==> src/rtl/ccip_c0_rd_arbiter.sv <==
`default_nettype none
// ============================================================================
//  Module      : ccip_c0_rd_arbiter
//  Description : Round-robin arbiter sharing the CCI-P channel-0 read-request
//                port among NUM_REQ requesters. Tags mdata[15:12] with the
//                requester ID, routes read responses back by that ID, tracks
//                and caps per-requester outstanding reads, honours c0TxAlmFull.
//  Revision    : 1.0 - initial release
// ============================================================================
module ccip_c0_rd_arbiter #(
    parameter int NUM_REQ   = 4,
    parameter int MAX_OUTST = 64
) (
    input  logic                    pClk,
    input  logic                    pck_cp2af_softReset_n,
    input  logic [NUM_REQ-1:0]      req_valid,
    input  logic [NUM_REQ*42-1:0]   req_addr,
    input  logic [NUM_REQ*12-1:0]   req_mdata,
    output logic [NUM_REQ-1:0]      req_ready,
    input  logic                    c0TxAlmFull,
    output logic                    c0tx_valid,
    output logic [41:0]             c0tx_addr,
    output logic [15:0]             c0tx_mdata,
    input  logic                    c0rx_rspValid,
    input  logic [15:0]             c0rx_mdata,
    output logic [NUM_REQ-1:0]      rsp_valid,
    output logic [11:0]             rsp_mdata,
    output logic [NUM_REQ*7-1:0]    outst_cnt,
    output logic                    err,
    output logic                    idle
);

    localparam int C_ID_W   = 4;
    localparam int C_CNT_W  = 7;
    localparam int C_ADDR_W = 42;
    localparam int C_TAG_W  = 12;
    localparam int C_SCAN_W = C_ID_W + 1;

    // ------------------------------------------------------------------------
    // State
    // ------------------------------------------------------------------------
    logic [C_ID_W-1:0]      rr_ptr_q,     rr_ptr_d;
    logic                   c0tx_valid_q, c0tx_valid_d;
    logic [C_ADDR_W-1:0]    c0tx_addr_q,  c0tx_addr_d;
    logic [15:0]            c0tx_mdata_q, c0tx_mdata_d;
    logic [NUM_REQ-1:0]     rsp_valid_q,  rsp_valid_d;
    logic [C_TAG_W-1:0]     rsp_mdata_q,  rsp_mdata_d;
    logic [C_CNT_W-1:0]     cnt_q [NUM_REQ];
    logic [C_CNT_W-1:0]     cnt_d [NUM_REQ];
    logic                   err_q,        err_d;
    logic                   idle_q,       idle_d;

    // ------------------------------------------------------------------------
    // Combinational helpers
    // ------------------------------------------------------------------------
    logic [NUM_REQ-1:0]     eligible;
    logic [15:0]            elig_ext;     // padded so a 4-bit scan index is always in range
    logic [C_SCAN_W-1:0]    scan_idx;
    logic                   gnt_found;
    logic [C_ID_W-1:0]      gnt_id;
    logic                   gnt_fire;
    logic [C_ID_W-1:0]      rsp_id;
    logic                   rsp_id_ok;
    logic [NUM_REQ-1:0]     cnt_inc;
    logic [NUM_REQ-1:0]     rsp_hit;
    logic [NUM_REQ-1:0]     cnt_dec;
    logic                   all_zero;

    assign rsp_id    = c0rx_mdata[15:12];
    assign rsp_id_ok = (C_SCAN_W'(rsp_id) < C_SCAN_W'(NUM_REQ));
    assign elig_ext  = 16'(eligible);

    // Per-requester eligibility and counter-event decode.
    for (genvar i = 0; i < NUM_REQ; i++) begin : g_req
        assign eligible[i] = req_valid[i] && (cnt_q[i] < C_CNT_W'(MAX_OUTST));
        assign cnt_inc[i]  = gnt_fire && (gnt_id == C_ID_W'(i));
        assign rsp_hit[i]  = c0rx_rspValid && (rsp_id == C_ID_W'(i));
        // A response to an empty counter is an error and must not wrap it.
        assign cnt_dec[i]  = rsp_hit[i] && (cnt_q[i] != '0);
        assign outst_cnt[i*C_CNT_W +: C_CNT_W] = cnt_q[i];
    end

    // Round-robin scan: first eligible requester at or above rr_ptr, wrapping.
    always_comb begin
        gnt_found = 1'b0;
        gnt_id    = '0;
        scan_idx  = '0;
        for (int k = 0; k < NUM_REQ; k++) begin
            scan_idx = {1'b0, rr_ptr_q} + C_SCAN_W'(k);
            if (scan_idx >= C_SCAN_W'(NUM_REQ)) begin
                scan_idx = scan_idx - C_SCAN_W'(NUM_REQ);
            end
            if (!gnt_found && elig_ext[scan_idx[C_ID_W-1:0]]) begin
                gnt_found = 1'b1;
                gnt_id    = scan_idx[C_ID_W-1:0];
            end
        end
    end

    // Grants are suppressed while the CCI-P channel-0 TX queue is almost full.
    assign gnt_fire = gnt_found && !c0TxAlmFull;

    // One-hot grant; held low while reset is asserted regardless of requests.
    always_comb begin
        req_ready = '0;
        for (int i = 0; i < NUM_REQ; i++) begin
            req_ready[i] = pck_cp2af_softReset_n && cnt_inc[i];
        end
    end

    // Pointer moves one past the granted requester; holds without a grant.
    always_comb begin
        rr_ptr_d = rr_ptr_q;
        if (gnt_fire) begin
            rr_ptr_d = (gnt_id == C_ID_W'(NUM_REQ - 1)) ? '0 : gnt_id + 1'b1;
        end
    end

    // Request issue: capture the winner's address and ID-tagged mdata.
    always_comb begin
        c0tx_valid_d = gnt_fire;
        c0tx_addr_d  = c0tx_addr_q;
        c0tx_mdata_d = c0tx_mdata_q;
        for (int i = 0; i < NUM_REQ; i++) begin
            if (cnt_inc[i]) begin
                c0tx_addr_d  = req_addr[i*C_ADDR_W +: C_ADDR_W];
                c0tx_mdata_d = {gnt_id, req_mdata[i*C_TAG_W +: C_TAG_W]};
            end
        end
    end

    // Response routing, error detection and outstanding-count update.
    always_comb begin
        rsp_valid_d = '0;
        rsp_mdata_d = rsp_mdata_q;
        err_d       = err_q;
        if (c0rx_rspValid) begin
            if (rsp_id_ok) begin
                rsp_mdata_d = c0rx_mdata[C_TAG_W-1:0];
            end else begin
                // Unknown requester: drop the response entirely.
                err_d = 1'b1;
            end
        end
        for (int i = 0; i < NUM_REQ; i++) begin
            rsp_valid_d[i] = rsp_hit[i];
            if (rsp_hit[i] && (cnt_q[i] == '0)) begin
                err_d = 1'b1;
            end
            case ({cnt_inc[i], cnt_dec[i]})
                2'b10:   cnt_d[i] = cnt_q[i] + 1'b1;
                2'b01:   cnt_d[i] = cnt_q[i] - 1'b1;
                default: cnt_d[i] = cnt_q[i];
            endcase
        end
    end

    // Idle is computed from next-state so it lines up with the registered view.
    always_comb begin
        all_zero = 1'b1;
        for (int i = 0; i < NUM_REQ; i++) begin
            if (cnt_d[i] != '0) begin
                all_zero = 1'b0;
            end
        end
        idle_d = all_zero && !c0tx_valid_d;
    end

    // State registers with asynchronous active-low reset.
    always_ff @(posedge pClk or negedge pck_cp2af_softReset_n) begin
        if (!pck_cp2af_softReset_n) begin
            rr_ptr_q     <= '0;
            c0tx_valid_q <= 1'b0;
            c0tx_addr_q  <= '0;
            c0tx_mdata_q <= '0;
            rsp_valid_q  <= '0;
            rsp_mdata_q  <= '0;
            err_q        <= 1'b0;
            idle_q       <= 1'b1;
            for (int i = 0; i < NUM_REQ; i++) begin
                cnt_q[i] <= '0;
            end
        end else begin
            rr_ptr_q     <= rr_ptr_d;
            c0tx_valid_q <= c0tx_valid_d;
            c0tx_addr_q  <= c0tx_addr_d;
            c0tx_mdata_q <= c0tx_mdata_d;
            rsp_valid_q  <= rsp_valid_d;
            rsp_mdata_q  <= rsp_mdata_d;
            err_q        <= err_d;
            idle_q       <= idle_d;
            for (int i = 0; i < NUM_REQ; i++) begin
                cnt_q[i] <= cnt_d[i];
            end
        end
    end

    assign c0tx_valid = c0tx_valid_q;
    assign c0tx_addr  = c0tx_addr_q;
    assign c0tx_mdata = c0tx_mdata_q;
    assign rsp_valid  = rsp_valid_q;
    assign rsp_mdata  = rsp_mdata_q;
    assign err        = err_q;
    assign idle       = idle_q;

endmodule
`default_nettype wire

==> config.mk <==
export PLATFORM = sky130hd
export DESIGN_NAME = ccip_c0_rd_arbiter
export DESIGN_NICKNAME = d
export VERILOG_FILES = /design/src/rtl/ccip_c0_rd_arbiter.sv
export SDC_FILE = /design/constraint.sdc
export NUM_CORES = 1
export LEC_CHECK = 0
export CORE_AREA = 2 2 135 137
export CTS_CLUSTER_SIZE = 20
export DETAILED_ROUTE_END_ITERATION = 16
export DIE_AREA = 0 0 137 139
export PLACE_DENSITY = 0.78
export SYNTH_ARGS = -nofsm -noshare
export SYNTH_HDL_FRONTEND = slang
export SYNTH_SLANG_ARGS = --single-unit
==> constraint.sdc <==
create_clock -name pClk -period 7.05 [get_ports pClk]
set_input_delay 1.41 -clock pClk [delete_from_list [all_inputs] [get_ports pClk]]
set_output_delay 1.41 -clock pClk [all_outputs]
set_load 0.02 [all_outputs]
**Yosys cells after proc, flatten, opt, wreduce, memory -nomap -nowiden**

Cells that the tools add are included.

- Output and inout bits: 109
- Input port bits: 240
- Register bits: 109
- Bits in latches: 0
- ROM bits: 0
- RAM bits: 0
- Memories kept: 0

- $add $sub $neg: 16
- $mul: 0
- Reduce and logical (&&, ||, !) cells: 52
- Mux-type cells: 43
- Order comparisons: 13
- Bitwise gates (word level): 0
- Div/mod/pow operators: 0
- Shifts and indexed selects: 0
- Equal/unequal tests: 15

Operators with widths:

| kind | number |
|---|---|
| 2-to-1 mux 42 bit | 4 |
| 2-to-1 mux 16 bit | 4 |
| case mux 7 bit (2 select lines) | 4 |
| nonzero test 7 bit | 8 |
| 2-to-1 mux 4 bit | 9 |
| logical AND 1 bit | 29 |
| adder 7 x 1 -> 7 bit (second input constant) | 4 |
| zero test 7 bit | 4 |
| less-than comparator 7 bit (second input constant) | 4 |
| subtractor 7 x 1 -> 7 bit (second input constant) | 4 |
| less-than comparator 4 x 5 -> 1 bit (second input constant) | 4 |
| 2-to-1 mux 1 bit | 18 |
| binary-select mux 1 bit (select 4 bit) | 4 |
| equality test 4 x 2 -> 1 bit (second input constant) | 4 |
| subtractor 4 x 3 -> 4 bit (second input constant) | 4 |
| greater-or-equal comparator 5 x 3 -> 1 bit (second input constant) | 3 |
| adder 4 x 2 -> 5 bit (second input constant) | 2 |
| equality test 2 x 1 -> 1 bit (second input constant) | 4 |
| equality test 2 bit (second input constant) | 4 |
| equality test 4 x 1 -> 1 bit (second input constant) | 2 |
| zero test 4 bit | 2 |
| adder 4 x 1 -> 5 bit (second input constant) | 1 |
| zero test 1 bit | 5 |
| inequality test 5 x 1 -> 1 bit (second input constant) | 1 |
| other kinds (6) | 7 |

**Depth between registers and ports, before layout**

Gate-level depths: netlist of run 1.

- Word-level depth: 24
- Gate-level depth with buffers: 26
- Mapped depth without buffers: 25

**Least setup slack after synthesis of run 1**

OpenSTA, ideal clock, no wires.

- Kind: input to register
- From: input port req_valid[1]
- To: register idle_q, in the netlist idle
- Stages: 21
- Path slack: 1.368 ns
- Library setup time: 0.097 ns
- Required time: 6.953 ns
- Data arrival time: 5.585 ns
- Cell sequence: or3b_1 -> o21ai_0 -> mux2i_1 -> or3_1 -> o21ai_0 -> nand2_1 -> o21ai_0 -> inv_1 -> ha_1 -> nand2_1 -> ha_1 -> clkbuf_1 -> xor2_1 -> ha_1 -> mux2_2 -> or4_1 -> nor4_1 -> nand2_1 -> nor4_1 -> nand3_1 -> nor4_1

RTL lines:

| item | line | text |
|---|---|---|
| start: declaration | 16 | `input logic [NUM_REQ-1:0] req_valid,` |
| end signal: assignment | 191 | `idle_q <= idle_d;` |
| end: declaration | 51 | `logic idle_q, idle_d;` |

==> flow_metrics.tcl, run 1 <==
set metrics [dict create \
    holdCritPathClass "flop to flop" \
    cts_hold_buf 0 \
    worst_pin_slew_ns 1.11 \
    worst_path_max_delay_cell "ha_1" \
    cts_sinks 109 \
    final_core_util_pct 60.4 \
    ys_types 60 \
    finalPower_mw 4.71 \
    start_util_pct 38.1 \
    drive_gt1_share_pct 3.58 \
    final_common_cell "clkdlybuf4s50_1" \
    cts_setup_buffers 0 \
    clk_latency_ns 0.36 \
    dieArea_mm2 0.0190 \
    fin_nets 1387 \
    gr-total-overflow 0 \
    leakage_nw 4.28 \
    path_max_fanout 16 \
    ys_ff_latch 109 \
    path_delay_family "simple AND/OR/NAND/NOR gates" \
    pwr-share-clk_pct 12.0 \
    cts_max_level 3 \
    power.density_mw_per_mm2 442 \
    cp.arrival_ns 6.57 \
    drv_cap 0 \
    crit_required_ns 7.31 \
    yosysSeqAreaShare_pct 40.5 \
    num-fill-cells 1562 \
    synthFlopType "dfrtp_1" \
    num_rows 49 \
    seq_power_share_pct 24.1 \
    clock_skew_ns 0.0158 \
    grtUsageTotal_pct 26.8 \
    via_count 7381 \
    ios 349 \
    drt_iter0_markers 383 \
    cts.repair.resized 0 \
    post-dp-hpwl_um 19900 \
    port_buffers 348 \
    routed_wl_um 26200 \
    netlist_instances 799 \
    start_kind "input port" \
    antenna_found_initial 5 \
    final_cell_mix "347 x clkdlybuf4s50_1, 130 x nand2_1, 110 x o22ai_1" \
    syn_area_mm2 0.00673 \
    cts.path.max_buffers 2 \
    die_y_um 139 \
    rsz0062_at_grt "false" \
    cp-end-kind "flop" \
    syn_nets 1075 \
    crit_type "input port to flop" \
    place.gp.congestion 0.952 \
    grt_pass1_wl_um 39700 \
    synthToLayoutAreaGrowth_pct 58.5 \
    pwr-share-comb_pct 63.9 \
    cts_tree "yes" \
    dieWidth_um 137 \
    post-route-min-period_ns 6.31 \
    max_stage_delay_ns 0.50 \
    crit_buf_inv 2 \
    ant_nets 0 \
    power_switching_mw 2.24 \
    grt_pass1_vias 7136 \
    peakVddDrop_uv 302 \
    maxSlewHeadroom_pct 26.0 \
    synth_edf_count 0 \
    hold_violations 0 \
    final_cells 1350 \
    fin_crit_sh_pct 89.5 \
    drc 0 \
    setup_viol 0 \
    ctsRootBufferMaster "clkbuf_16" \
    p_int_mw 2.47 \
    cts_buffers 9 \
    first_pass_iters 5 \
    ys_async_sr_fraction_pct 100 \
    synth_area_per_cell_um2 8.42 \
    status "complete, no violations" \
    swShare_pct 47.6 \
    dp.cells 1329 \
    core_mm2 0.0177 \
    fmax_ghz 0.159 \
    grt_max_degree 69 \
    worstPathCellList "clkdlybuf4s50_1, or3b_1, o21ai_0, mux2i_1, or3_1, o21ai_0, nand2_1, o21ai_0, inv_1, ha_1, nand2_1, ha_1, xor2_1, ha_1, mux2_2, or4_1, nor4_1, nand2_1, nor4_1, nand3_1, nor4_1" \
    finalSetupTns_ns 0 \
    path_clk_slew_ns 0.07 \
    vias_per_cell 5.47 \
    slew_violations 0 \
    synth_warnings 0 \
    drt-wirelength-per-cell_um 19.4 \
]
## layout make-up
cell class                 count  area, µm²  share of cell area [%]
clock inverter                 5       82.6                   0.774
antenna                        5       12.5                   0.117
multi-input combinational    618       3720                    34.9
timing repair buffer         353       3520                    33.0
clock buffer                  11        243                    2.27
tap                          229        287                    2.69
sequential                   109       2730                    25.6
inverter                      20       75.1                   0.704
## path summary, 6_finish.rpt
kind	end	cells past startpoint	from	slack (ns)
min in group asynchronous	c0tx_addr[32]	1	pck_cp2af_softReset_n	1.05
worst min-delay path	rsp_mdata[3]	2	rsp_mdata[3]	0.48
worst max register to register	idle	24	rr_ptr_q[1]	0.86
max in group asynchronous	rr_ptr_q[2]	2	pck_cp2af_softReset_n	4.63
worst min register to register	rsp_mdata[3]	2	rsp_mdata[3]	0.48
worst max-delay path	idle	21	req_valid[1]	0.74
## layer usage
layer  GRT usage [%]  vias to the layer above  wire [µm]
met2            42.1                      290      12500
li1                -                     3519          -
met3            6.98                       51       2270
met1            33.9                     3521      10600
met5               0                        -          0
met4            13.1                        0        879
## through the flow
step,hold slack (ns),cell area (µm²),setup WS [ns]
final,0.481,10700,0.742
after global routing,0.505,10700,0.342
after floorplan,0.575,6730,1.37
after global placement,0.458,10300,0.665
after detailed placement,0.465,10300,0.456
after CTS,0.484,10700,0.805
## worst reg2reg max path, delay by kind of cell (launching register included)
kind / cells / cell delay (ns)
AND/OR/NAND/NOR: 9 / 2.01
adder cells (fa/ha/maj): 5 / 1.60
multiplexers: 1 / 0.27
AO/OA/AOI/OAI: 5 / 0.95
buffers and inverters: 2 / 0.34
flip-flops: 1 / 0.54
XOR/XNOR: 2 / 0.37
## power groups by stage
stage | clock network (mW) | registers, mW | logic (mW)
after floorplan | 0 | 1.36 | 1.63
after global routing | 0.605 | 1.17 | 3.29
final | 0.564 | 1.14 | 3.01
after CTS | 0.574 | 1.13 | 3.03
after detailed placement | 0 | 1.14 | 3.02
after global placement | 0 | 1.13 | 2.95
## Yosys cell counts (4+ instances only)
cell / n / share of area (%)
nor2_1: 82 / 4.6
clkbuf_1: 39 / 2.2
inv_1: 17 / 0.95
nand3_1: 5 / 0.37
xor2_1: 14 / 1.8
o21ai_0: 57 / 4.2
buf_2: 10 / 0.74
o22ai_1: 110 / 10
mux2_2: 5 / 0.84
a21o_1: 4 / 0.45
nor3b_1: 8 / 0.89
nor4_1: 14 / 1.3
a31oi_1: 5 / 0.46
nand2_1: 131 / 7.3
dfrtp_1: 108 / 40
a22oi_1: 4 / 0.45
mux2i_1: 6 / 0.89
a21oi_1: 22 / 1.6
and3_1: 5 / 0.46
or3_1: 5 / 0.46
nor3_1: 10 / 0.74
o31ai_1: 4 / 0.45
o21ai_1: 20 / 1.5
nor2b_1: 10 / 0.93
xnor2_1: 16 / 2.1
ha_1: 34 / 6.3
## state kept, by name (all words and copies together), names as in the netlist
signal / count
rr_ptr_q: 4
c0tx_mdata: 16
err: 1
rsp_mdata: 12
c0tx_valid: 1
outst_cnt: 28
idle: 1
rsp_valid: 4
c0tx_addr: 42
## cell families after synthesis
| logic type | share of synthesized area, % |
|---|---|
| AND/OR/NAND/NOR | 19.7 |
| AO/OA/AOI/OAI | 22.6 |
| flip-flops | 40.5 |
| buffers and inverters | 4.37 |
| adder cells (fa/ha/maj) | 6.92 |
| XOR/XNOR | 4.15 |
| multiplexers | 1.73 |
(Power assumes the default switching activity.)
==> run 2: changes to the inputs <==
--- a/config.mk
+++ b/config.mk
@@ -5,6 +5,7 @@
 export SDC_FILE = /design/constraint.sdc
 export NUM_CORES = 1
 export LEC_CHECK = 0
+export CAP_MARGIN = 20
 export CORE_AREA = 2 2 135 137
 export CTS_CLUSTER_SIZE = 20
 export DETAILED_ROUTE_END_ITERATION = 16
==> flow_metrics.tcl, run 2 (synthesis results as in run 1) <==
set metrics [dict create \
    fmax_ghz 0.159 \
    cts.repair.resized 0 \
    drv_cap 0 \
    cp.arrival_ns 6.55 \
    final_cell_mix "347 x clkdlybuf4s50_1, 130 x nand2_1, 110 x o22ai_1" \
    r2r_cells 24 \
    largest_reg_flops 42 \
    via_count 7365 \
    dieArea_mm2 0.0190 \
    final_core_util_pct 60.5 \
    post-route-min-period_ns 6.29 \
    slew_violations 0 \
    ios 349 \
    dieWidth_um 137 \
    num_rows 49 \
    cts_sinks 109 \
    finalSetupTns_ns 0 \
    power.density_mw_per_mm2 442 \
    crit_type "input port to flop" \
    crit_required_ns 7.31 \
    hold_violations 0 \
    fin_crit_sh_pct 89.2 \
    final_common_cell "clkdlybuf4s50_1" \
    ant_nets 0 \
    cts_tree "yes" \
    r2r_slack_ns 0.88 \
    grt_pass1_wl_um 39700 \
    ctsRootBufferMaster "clkbuf_16" \
    cp-end-kind "flop" \
    min-delay-start "rsp_mdata[3]" \
    antenna_found_initial 5 \
    multi_input_area_mm2 0.00372 \
    cts_max_level 3 \
    grt_max_degree 69 \
    drt_iter0_markers 347 \
    num-fill-cells 1560 \
    peakVddDrop_uv 300 \
    place.gp.congestion 0.952 \
    setup_viol 0 \
    holdCritPathClass "flop to flop" \
    synthToLayoutAreaGrowth_pct 58.8 \
    cts_buffers 9 \
    path_clk_slew_ns 0.07 \
    worst_pin_slew_ns 1.09 \
    port_buffers 348 \
    maxSlewHeadroom_pct 27.2 \
    min_path_cells 2 \
    status "complete, no violations" \
    routed_wl_um 26200 \
    holdWs_ns 0.481 \
    clk_latency_ns 0.36 \
    dpl_worst_slack_ns 0.456 \
    post-dp-hpwl_um 19900 \
    cts_setup_buffers 0 \
    drt-wirelength-per-cell_um 19.4 \
    grt_pass1_vias 7136 \
    r2r_start "rr_ptr_q[1]" \
    drive_gt1_share_pct 3.67 \
    vias_per_cell 5.45 \
    drc 0 \
    start_kind "input port" \
    timing.final.ws_setup_ns 0.760 \
    fin_nets 1388 \
    die_y_um 139 \
    cts_hold_buf 0 \
    cts.path.max_buffers 2 \
    reg2reg_to "idle" \
    gr-total-overflow 0 \
    holdPathEnd "rsp_mdata[3]" \
    path_max_fanout 16 \
    clock_skew_ns 0.0141 \
    start_util_pct 38.1 \
    leakage_nw 4.29 \
    first_pass_iters 7 \
    rsz0062_at_grt "false" \
    regArea_mm2 0.00273 \
    core_mm2 0.0177 \
    grtUsageTotal_pct 26.8 \
]
## run 2: cell count changes in the layout (fill, tap and decap cells not counted), sizes merged
cell / previous run / this run
buf: 6 / 7
## run 2: worst max-delay path: stages
cell and delay (ns):
clkdlybuf4s50_1 0.47, or3b_1 0.34, o21ai_0 0.11, mux2i_1 0.12, or3_1 0.39, o21ai_0 0.17, nand2_1 0.07, o21ai_0 0.34
inv_1 0.12, ha_1 0.29, nand2_1 0.11, ha_1 0.50, xor2_1 0.20, ha_1 0.24, mux2_2 0.27, or4_1 0.48
nor4_1 0.18, nand2_1 0.09, nor4_1 0.24, nand3_1 0.13, nor4_1 0.28
## run 2: where the power goes
| group | internal, mW | switching (mW) |
|---|---|---|
| clock | 0.323 | 0.240 |
| combinational | 1.26 | 1.77 |
| sequential | 0.897 | 0.240 |
## run 2: final cells by class
cell class,instances,area share (%)
diodes,5,0.117
clock buffers,11,2.27
clock inverters,5,0.772
inverters,20,0.702
multi-input cells,618,34.8
flip-flops and latches,109,25.5
well taps,229,2.68
repair buffers,354,33.1
## run 2: through the flow
step / power, mW / std cells / cell area [µm²]
global placement: 4.09 / 1329 / 10300
floorplan: 2.99 / 799 / 6730
global route: 5.08 / 1350 / 10700
detailed placement: 4.16 / 1329 / 10300
finish: 4.73 / 1351 / 10700
CTS: 4.74 / 1345 / 10700
## run 2: worst max path at each step
| stage | slack, ns | startpoint | end |
|---|---|---|---|
| 6_report | 0.76 | req_valid[1] | idle |
| 5_1_grt | 0.34 | req_valid[1] | idle |
| 4_1_cts | 0.81 | req_valid[1] | idle |
| 3_5_place_dp | 0.46 | req_valid[1] | idle |
| 3_3_place_gp | 0.67 | req_valid[1] | idle |
| 2_1_floorplan | 1.37 | req_valid[1] | idle |
## run 2: layer usage
layer / up-vias / GRT usage, % / share of wire, % / wire length [µm]
li1: 3521 / - / - / -
met1: 3503 / 33.9 / 40 / 10600
met2: 286 / 42.1 / 48 / 12500
met3: 55 / 6.98 / 8.5 / 2240
met4: 0 / 13.1 / 3.4 / 903
met5: - / 0 / 0 / 0
==> run 3: changes to the inputs <==
--- a/config.mk
+++ b/config.mk
@@ -10,6 +10,7 @@
 export CTS_CLUSTER_SIZE = 20
 export DETAILED_ROUTE_END_ITERATION = 16
 export DIE_AREA = 0 0 137 139
+export GPL_ROUTABILITY_DRIVEN = 0
 export PLACE_DENSITY = 0.78
 export SYNTH_ARGS = -nofsm -noshare
 export SYNTH_HDL_FRONTEND = slang
==> flow_metrics.tcl, run 3 (synthesis results as in run 1) <==
set metrics [dict create \
    crit_required_ns 7.31 \
    via_count 7286 \
    maxSlewHeadroom_pct 29.3 \
    met3_usage_pct 7.64 \
    power_switching_mw 2.22 \
    gr-usage-met2_pct 42.9 \
    routed_wl_um 25600 \
    pwr-share-comb_pct 65.3 \
    r2r_cells 24 \
    grtUsageMet1_pct 32.5 \
    cts_sinks 109 \
    antenna_found_initial 4 \
    cts_tree "yes" \
    leakage_nw 4.27 \
    fin_crit_sh_pct 89.6 \
    finalPower_mw 4.64 \
    start_kind "input port" \
    crit_type "input port to flop" \
    fmax_ghz 0.158 \
    num_rows 49 \
    cts_buffers 9 \
    pwr-share-clk_pct 10.3 \
    p_int_mw 2.42 \
    post-route-min-period_ns 6.32 \
    core_mm2 0.0177 \
    dieWidth_um 137 \
    vias_per_cell 5.39 \
    dpl_worst_slack_ns 0.473 \
    r2r_slack_ns 0.90 \
    min_path_cells 2 \
    num-fill-cells 1576 \
    post_dp_cell_area_mm2 0.0103 \
    drt_iter0_markers 299 \
    cts.repair.resized 0 \
    holdCritPathClass "flop to flop" \
    seq_power_share_pct 24.4 \
    fin_nets 1389 \
    worst_pin_slew_ns 1.06 \
    status "complete, no violations" \
    start_util_pct 38.1 \
    timing.final.ws_setup_ns 0.732 \
    post-dp-hpwl_um 19700 \
    ios 349 \
    path_clk_slew_ns 0.07 \
    path_max_fanout 16 \
    postLayoutCellArea_mm2 0.0106 \
    final_common_cell "clkdlybuf4s50_1" \
    cp-end-kind "flop" \
    port_buffers 348 \
    largest_reg_flops 42 \
    finalSetupTns_ns 0 \
    drv_cap 0 \
    clk_latency_ns 0.35 \
    synthToLayoutAreaGrowth_pct 58.1 \
    busiest_layer "met2" \
    hold_violations 0 \
    die_y_um 139 \
    clock_skew_ns 0.0100 \
    ctsRootBufferMaster "clkbuf_16" \
    cts_setup_buffers 0 \
    grt_pass1_vias 7073 \
    holdPathEnd "rsp_mdata[0]" \
    final_cell_mix "347 x clkdlybuf4s50_1, 130 x nand2_1, 110 x o22ai_1" \
    dieArea_mm2 0.0190 \
    swShare_pct 47.9 \
    gr-total-overflow 0 \
    reg2reg_to "idle" \
    r2r_start "rr_ptr_q[1]" \
    drc 0 \
    min-delay-start "rsp_mdata[0]" \
    cts_max_level 3 \
    grt_max_degree 66 \
    first_pass_iters 5 \
    slew_violations 0 \
    rsz0062_at_grt "false" \
    setup_viol 0 \
    drive_gt1_share_pct 3.76 \
    peakVddDrop_uv 260 \
    grt_pass1_wl_um 38500 \
    ant_nets 0 \
    drt-wirelength-per-cell_um 18.9 \
    cts.path.max_buffers 2 \
    cp.arrival_ns 6.58 \
    final_cells 1351 \
    dp.cells 1330 \
    grtUsageTotal_pct 26.1 \
    power.density_mw_per_mm2 436 \
    cts_hold_buf 0 \
]
run 3: worst max path at each step:
stage	startpoint	endpoint	slack (ns)	cells past startpoint
after floorplan	req_valid[1]	idle	1.37	21
after global placement	req_valid[1]	idle	0.67	21
after detailed placement	req_valid[1]	idle	0.47	21
after CTS	req_valid[1]	idle	0.76	21
after global routing	req_valid[1]	idle	0.37	21
final	req_valid[1]	idle	0.73	21
run 3: layout make-up:
type	count	area, µm²	area share [%]
Multi-Input combinational cell	618	3720	35.0
Timing Repair Buffer	355	3550	33.3
Sequential cell	109	2730	25.6
Tap cell	229	287	2.69
Clock buffer	11	243	2.28
Inverter	20	75.1	0.706
Clock inverter	5	27.5	0.259
Antenna cell	4	10.0	0.0941
run 3: critical path: stages:
cell,delay (ns)
clkdlybuf4s50_1,0.47
or3b_1,0.33
o21ai_0,0.13
mux2i_1,0.12
or3_1,0.39
o21ai_0,0.21
nand2_1,0.07
o21ai_0,0.35
inv_1,0.13
ha_1,0.28
nand2_1,0.10
ha_1,0.50
xor2_1,0.22
ha_1,0.25
mux2_2,0.27
or4_1,0.46
nor4_1,0.18
nand2_1,0.10
nor4_1,0.21
nand3_1,0.12
nor4_1,0.26
run 3: stage by stage:
stage          hold WS (ns)  util (%)
2_1_floorplan         0.575         -
3_3_place_gp          0.457      58.6
3_5_place_dp          0.462      58.6
4_1_cts               0.491      60.1
5_1_grt               0.515      60.2
6_report              0.489      60.3
run 3: routing by layer:
layer  share of wire (%)  routed length, µm  up-vias
li1                    -                  -     3522
met1                  39              10000     3435
met2                  49              12600      290
met3                 9.1               2320       39
met4                 2.4                604        0
met5                   0                  0        -
run 3: power by group through the flow:
stage	sequential [mW]	combinational, mW	clock [mW]
after global routing	1.17	3.32	0.519
after detailed placement	1.14	3.01	0
after CTS	1.13	3.02	0.496
final	1.13	3.03	0.479
after global placement	1.13	2.96	0
after floorplan	1.36	1.63	0
